===== config.mk =====
export PLATFORM = sky130hd
export DESIGN_NAME = hazard_interlock_unit
export DESIGN_NICKNAME = d
export VERILOG_FILES = /design/src/rtl/hazard_interlock_unit.sv
export SDC_FILE = /design/constraint.sdc
export NUM_CORES = 1
export LEC_CHECK = 0
export CAP_MARGIN = 20
export CORE_MARGIN = 10
export CORE_UTILIZATION = 65
export DETAILED_ROUTE_END_ITERATION = 6
export DONT_BUFFER_PORTS = 1
export PLACE_DENSITY = 0.85
export SETUP_SLACK_MARGIN = 0.3
export SLEW_MARGIN = 20
export SYNTH_ARGS = -nofsm -noshare
export SYNTH_HDL_FRONTEND = slang
export SYNTH_SLANG_ARGS = --single-unit

===== constraint.sdc =====
create_clock -name clk -period 3.3 [get_ports clk]
set_input_delay 0.33 -clock clk [delete_from_list [all_inputs] [get_ports clk]]
set_output_delay 0.33 -clock clk [all_outputs]
set_load 0.01 [all_outputs]

===== src/rtl/hazard_interlock_unit.sv =====
// Decode-stage hazard interlock: shadow pipeline of in-flight writers, per-source
// forwarding selects, stall/bubble generation and a consecutive-stall watchdog.
// Optional build macro: HAZARD_ZERO_REG_EN (register 0 reads as constant zero, never matches).
//
// watchdog state | meaning
// WD_ARMED       | counting consecutive stalls, timeout not yet seen
// WD_TRIPPED     | MAX_STALL consecutive stalls seen, timeout held until reset
module hazard_interlock_unit #(
  parameter int ADDR_W    = 4,
  parameter int NSRC      = 2,
  parameter int DEPTH     = 3,
  parameter int MAX_STALL = 15,
  parameter int SEL_W     = $clog2(DEPTH + 1)
) (
  input  logic                               clk,
  input  logic                               rst,
  input  logic                               id_valid,
  input  logic [NSRC*ADDR_W-1:0]             src_id,
  input  logic [NSRC-1:0]                    src_valid,
  input  logic                               is_branch,
  input  logic [ADDR_W-1:0]                  dest_id,
  input  logic                               wb_en,
  input  logic                               mem_r_en,
  input  logic                               forward_EN,
  input  logic                               flush,
  output logic                               stall,
  output logic [NSRC*SEL_W-1:0]              fwd_sel,
  output logic                               stall_timeout,
  output logic [$clog2(MAX_STALL+1)-1:0]     stall_cnt
);

  localparam int CW = $clog2(MAX_STALL + 1);

`ifdef HAZARD_ZERO_REG_EN
  localparam bit ZERO_REG = 1'b1;
`else
  localparam bit ZERO_REG = 1'b0;
`endif

  typedef enum logic {
    WD_ARMED,
    WD_TRIPPED
  } wd_state_t;

  logic [DEPTH-1:0]  valid_q;
  logic [DEPTH-1:0]  wb_q;
  logic [DEPTH-1:0]  mrd_q;
  logic [ADDR_W-1:0] dest_q [DEPTH];

  logic [NSRC-1:0]   hit;
  logic [NSRC-1:0]   load_use;
  logic [NSRC-1:0]   branch_near;
  logic [NSRC-1:0]   branch_load_mem;
  logic              hazard;
  logic              issue;

  wd_state_t         wd_state;
  wd_state_t         wd_state_nxt;
  logic [CW-1:0]     stall_cnt_nxt;

  // Per-source comparison against every tracked stage.
  for (genvar gk = 0; gk < NSRC; gk++) begin : g_src
    logic [ADDR_W-1:0] src;
    logic [DEPTH-1:0]  match;
    logic [SEL_W-1:0]  young;

    assign src = src_id[gk*ADDR_W +: ADDR_W];

    always_comb begin
      match = '0;
      for (int i = 0; i < DEPTH; i++) begin
        match[i] = valid_q[i] && wb_q[i] && src_valid[gk] && (dest_q[i] == src)
                   && !(ZERO_REG && ((src == '0) || (dest_q[i] == '0)));
      end
    end

    // Scan oldest to youngest so the lowest matching index is left standing.
    always_comb begin
      young = '0;
      for (int i = DEPTH - 1; i >= 0; i--) begin
        if (match[i]) young = SEL_W'(i);
      end
    end

    always_comb begin
      branch_near[gk]     = 1'b0;
      branch_load_mem[gk] = 1'b0;
      for (int i = 0; i < DEPTH; i++) begin
        // The branch compares in ID; EXE and MEM results cannot reach it in time.
        if (i < 2) branch_near[gk] = branch_near[gk] | (is_branch & match[i]);
        if (i == 1) branch_load_mem[gk] = is_branch && hit[gk] && (young == SEL_W'(i)) && mrd_q[i];
      end
    end

    assign hit[gk]      = |match;
    assign load_use[gk] = hit[gk] && (young == '0) && mrd_q[0];
    assign fwd_sel[gk*SEL_W +: SEL_W] = (forward_EN && hit[gk]) ? young + SEL_W'(1) : '0;
  end

  assign hazard = forward_EN ? |(load_use | branch_near | branch_load_mem) : |hit;
  assign stall  = id_valid && !flush && hazard;
  assign issue  = id_valid && !flush && !stall;

  always_ff @(posedge clk or posedge rst) begin
    if (rst) begin
      valid_q <= '0;
      wb_q    <= '0;
      mrd_q   <= '0;
      for (int i = 0; i < DEPTH; i++) dest_q[i] <= '0;
    end else begin
      for (int i = DEPTH - 1; i > 0; i--) begin
        valid_q[i] <= valid_q[i-1];
        wb_q[i]    <= wb_q[i-1];
        mrd_q[i]   <= mrd_q[i-1];
        dest_q[i]  <= dest_q[i-1];
      end
      valid_q[0] <= issue;
      wb_q[0]    <= wb_en;
      mrd_q[0]   <= mem_r_en;
      dest_q[0]  <= dest_id;
    end
  end

  always_ff @(posedge clk or posedge rst) begin
    if (rst) begin
      wd_state  <= WD_ARMED;
      stall_cnt <= '0;
    end else begin
      wd_state  <= wd_state_nxt;
      stall_cnt <= stall_cnt_nxt;
    end
  end

  always_comb begin
    stall_cnt_nxt = '0;
    wd_state_nxt  = wd_state;
    if (stall) begin
      stall_cnt_nxt = (stall_cnt == CW'(MAX_STALL)) ? stall_cnt : stall_cnt + CW'(1);
    end
    case (wd_state)
      WD_ARMED: begin
        if (stall && (stall_cnt_nxt == CW'(MAX_STALL))) wd_state_nxt = WD_TRIPPED;
      end
      WD_TRIPPED: wd_state_nxt = WD_TRIPPED;
      default:    wd_state_nxt = WD_ARMED;
    endcase
  end

  assign stall_timeout = (wd_state == WD_TRIPPED);

endmodule


## After elaboration in Yosys (flattened, before gate mapping)

Index checks and enable logic that the tools add are counted.

- Add/sub/neg operators: 3
- Equal/unequal tests: 10
- Multiplexer cells: 13
- Bitwise logic cells: 9
- Reductions and logical operators: 39

Operators by type and width:

| operator | number |
|---|---|
| $logic_and 1x1->1 | 31 |
| $eq 4x4->1 | 6 |
| $mux 2 | 8 |
| $eq 4x4->1 const B | 2 |
| $mux 4 | 2 |
| $reduce_or 3->1 | 2 |
| $reduce_or 6->1 | 1 |
| $add 2x1->2 const B | 2 |
| $add 4x1->4 const B | 1 |
| $and 1x1->1 | 4 |
| $eq 2x1->1 const B | 2 |
| $logic_not 2->1 | 2 |
| $or 2x2->2 | 2 |
| $logic_not 1->1 | 2 |
| $mux 1 | 2 |
| $or 1x1->1 | 2 |
| $pmux 1 s2 | 1 |
| $reduce_or 2->1 | 1 |
| $not 1->1 | 1 |

- Flip-flop bits (word level): 25
- Input bits: 22
- Output and inout bits: 10
- Word-level logic and storage cells: 82

## Logic depth before layout (Yosys ltp)

- Depth in word-level cells: 19
- Gate-level depth with buffers: 10
- Mapped depth without buffers: 10

## Worst setup path before layout

OpenSTA, ideal clock, no wires.

- Kind: register -> output
- Start point: register dest_q[5] in the netlist's numbering
- End point: output stall
- Arrival time: 1832 ps
- Path slack: 1138 ps
- Stages on the path, launching flop included: 9
- Cell sequence: dfrtp_1 xor2_1 or4_4 nand2b_1 ha_1 inv_1 a31oi_2 o21ai_2 a31oi_4

- Word-level cells in the longest chain between the ends: 12
- Elaborated cells on any way between the ends: 34

Ends and longest elaborated chain:

| item | line | text |
|---|---|---|
| start, declared | 48 | `logic [ADDR_W-1:0] dest_q [DEPTH];` |
| start signal, assigned by index | 115 | `dest_q[i] <= dest_q[i-1];` |
| $eq 4x4->1 | 72 | `match[i] = valid_q[i] && wb_q[i] && src_valid[gk] && (dest_q[i] == src)` |
| $logic_and 1x1->1 | 72 |  |
| $mux 2 (2 in a row) | 81 | `if (match[i]) young = SEL_W'(i);` |
| $logic_not 2->1 | 96 | `assign load_use[gk] = hit[gk] && (young == '0) && mrd_q[0];` |
| $logic_and 1x1->1 (2 in a row) | 96 |  |
| $or 2x2->2 (2 in a row) | 100 | `assign hazard = forward_EN ? \|(load_use \| branch_near \| branch_load_mem) : \|hit;` |
| $reduce_or 2->1 | 100 |  |
| $mux 1 * | 100 |  |
| $logic_and 1x1->1 * | 101 | `assign stall = id_valid && !flush && hazard;` |
| end, declared | 26 | `output logic stall,` |

Mark *: on every way between the ends. The rest lies on a longest branch, timed or not.

## Worst setup path in the final report

- Start point: register dest_q[8] in the netlist's numbering
- End point: output stall

- Word-level cells in the longest chain between the ends: 11
- Elaborated cells on any way between the ends: 32

Ends and longest elaborated chain:

| item | line |
|---|---|
| $eq 4x4->1 | 72 |
| $logic_and 1x1->1 | 72 |
| $mux 2 | 81 |
| $logic_not 2->1 | 96 |
| $logic_and 1x1->1 (2 in a row) | 96 |
| $or 2x2->2 (2 in a row) | 100 |
| $reduce_or 2->1 | 100 |
| $mux 1 * | 100 |
| $logic_and 1x1->1 * | 101 |

Marks and branches as above.

==> run metrics <==
Max VDD drop=0.390 mV; YS warnings=0; Starting DRT DRC Count=46; hold path endpoint=wb_q[0]$_DFF_PP0_; dpl cells=127; fin crit share=0.814; CP max stage cell=or4_4; Layout area overhead=7.93%; CTS buffer count=3; starting density of the core=0.697; synth unique cells=26; Min Hold Slack=0.0243 ns; setup TNS=0 ns; mapped cell area=1230 um^2; drt first pass iters=4; PostCTS Resize Cnt=0; post-synthesis compound-gate area fraction=0.0671; Routed Antenna Nets=0; Arrival @ worst endpoint=2.36 ns; HPWL Detailed=2.06 mm; placer congestion estimate=0.790; outcome=complete, no violations; Min-Delay Path Depth=0; Overflow after GRT=0; met1 Use GR=0.142; Setup crit start kind=flip-flop; Main synth FF type=dfrtp_1; crit-path cells=xnor2_1 -> nand4_1 -> or4_4 -> nand3b_1 -> ha_1 -> inv_1 -> a31oi_2 -> o21ai_2 -> a31oi_4; FF+latch count, synth=24; antenna cells=0; Avg Inst Size Synth=12.1 um^2; Post-synth EDFFs=0; final setup fails=0; final hold vios=0; met2 usage=0.211; vias per cell=6.03; FF-to-FF Start=dest_q[4]$_DFF_PP0_; static leakage=0.000608 uW; CTS Sinks=24; worst setup margin=0.615 ns; Fmax=372 MHz; total of max-cap violations=0; post-synthesis adder-cell area fraction=0.0305; vias in the first global route=866; CP Depth=9; met3 Usage GRT=0.0689; largest net degree at the start of global routing=25; chip width=63.5 um; IO Pins=32; Mapped Nets=127; CP Capture Type=output pin; post-synthesis xor/xnor area fraction=0.185; max-slew violation count=0; Post-Layout Cell Count=134; async set or reset register ratio after synthesis=1.00; critical path buffer and inverter count=1; clk root buf=clkbuf_4; Max Buffers Root-to-Sink=2; setup slack, reg-to-reg=0.99 ns; clock skew=0.00218 ns; most used routing layer=met2; Syn Inst Count=102; first-pass GRT wire length=4.19 mm; Clk pin slew, worst setup/hold paths=0.12 ns; routed vias=808; die height=63.5 um; Layout Nets=135; Worst slew margin=0.425; initial antenna violation count=0; slowest stage delay, CP=0.47 ns; Core ar.=1760 um^2; hold path start=wb_en; Slew @ Worst Pin=0.862 ns; layout cells sized above 1=0.119; CTS H-tree lvls=1; maximum fanout along the worst path=5; RSZ-0062 raised after global routing=no; power per cell area=384 nW/um^2; largest family of logic cells by synthesized area=simple AND/OR/NAND/NOR gates; required time of the worst setup path=2.97 ns; Setup CP Type=reg -> out; die area=4030 um^2; All-Layer GR Usage=0.130; wire per inst=18.8 um; Worst Hold Class=in -> reg; R2R depth=10; CTS tree=yes; pre-CTS setup slack=0.964 ns; Simple-Gate Fraction of Synth Area=0.203; sequential-to-total area share from yosys stat=0.488; buffers added on ports=0; Top Family by Delay on Critical Path=simple AND/OR/NAND/NOR gates; worst reg2reg endpoint=stall_cnt[0]$_DFF_PP0_; FP Rows=15; Remaining DRCs=0; Util after Layout=0.752; multiplexer area fraction after synthesis=0.0163; worst skew pair latency=0.32 ns; Tmin final=2.69 ns; WL final=2.52 mm
through the flow:
| step | cell area, um^2 | total power, uW |
|---|---|---|
| after floorplan | 1230 | 351 |
| after global placement | 1260 | 359 |
| after detailed placement | 1260 | 361 |
| after CTS | 1300 | 509 |
| after global routing | 1330 | 533 |
| final | 1330 | 509 |
repair_timing:
item / CTS / global route
endpoints found under the hold margin: 0 / 3
hold buffers: 0 / 3
setup endpoints to repair: 0 / 0
setup buffers: 0 / 0
how the worst max path moves through the flow:
stage | start | end
after floorplan | dest_q[5]$_DFF_PP0_ | stall
after global placement | dest_q[8]$_DFF_PP0_ | stall
after detailed placement | dest_q[8]$_DFF_PP0_ | stall
after CTS | dest_q[8]$_DFF_PP0_ | stall
after global routing | dest_q[8]$_DFF_PP0_ | stall
final | dest_q[8]$_DFF_PP0_ | stall
state kept, by name, summed over array words and instances, names as in the netlist:
signal,cells
stall_timeout,1
wb_q,3
mrd_q,1
dest_q,12
stall_cnt,4
valid_q,3
where the power goes:
| part | internal [uW] | total, uW | switching [uW] |
|---|---|---|---|
| clock network | 67.6 | 152 | 84.0 |
| registers | 306 | 318 | 12.0 |
| logic | 19.7 | 39.3 | 19.5 |
cell usage in the layout, fill, tap and decap left out, types with 2 or more instances in the layout:
master / netlist / layout
mux2i_1: 2 / 2
and2_1: 2 / 2
nand4_1: 7 / 7
inv_1: 3 / 3
xor2_1: 19 / 19
or4_4: 5 / 5
nor3b_1: 2 / 2
and3_1: 4 / 4
xnor2_1: 7 / 7
nor2_1: 2 / 2
dlygate4sd3_1: 0 / 3
nand3b_1: 3 / 3
ha_1: 3 / 3
nand2b_1: 3 / 3
dfrtp_1: 24 / 24
nand3_1: 5 / 5
clkbuf_4: 0 / 3
cells in the mapped netlist (all sizes together) (2+ instances only):
cell type / count / area, um^2
ha: 3 / 37.5
nand4: 7 / 43.8
and2: 2 / 12.5
nand3: 6 / 35.0
nor3b: 2 / 15.0
inv: 3 / 11.3
or4: 6 / 63.8
xnor2: 7 / 61.3
mux2i: 2 / 20.0
a31oi: 3 / 40.0
xor2: 19 / 166
nor2: 2 / 7.51
dfrtp: 24 / 601
nand2b: 3 / 18.8
nand3b: 3 / 22.5
and3: 4 / 25.0
kinds of logic after synthesis:
logic type,count (synthesis)
multiplexers,2
flip-flops,24
XOR/XNOR,26
AO/OA/AOI/OAI,8
AND/OR/NAND/NOR,36
adder cells (fa/ha/maj),3
buffers and inverters,3
final cells by class:
| cell class | instances | area, um^2 |
|---|---|---|
| Multi-Input combinational cell | 75 | 618 |
| Sequential cell | 24 | 601 |
| Fill cell | 125 | 437 |
| Clock buffer | 4 | 36.3 |
| Tap cell | 25 | 31.3 |
| Timing Repair Buffer | 3 | 30.0 |
| Inverter | 3 | 11.3 |
per-layer routing:
metal,vias to the layer above,part of all wire
li1,386,-
met1,386,0.40
met2,31,0.47
met3,5,0.11
met4,0,0.015
met5,-,0
worst reg2reg max path, stage by stage (launching register included):
cell,delay (ns)
dfrtp_1,0.44
xnor2_1,0.17
nand4_1,0.12
or4_4,0.47
nand2b_1,0.18
ha_1,0.17
inv_1,0.06
a31oi_2,0.04
o21ai_2,0.21
a31oi_4,0.17
and2_1,0.18
Note: power is estimated with default switching activity, not from simulation.
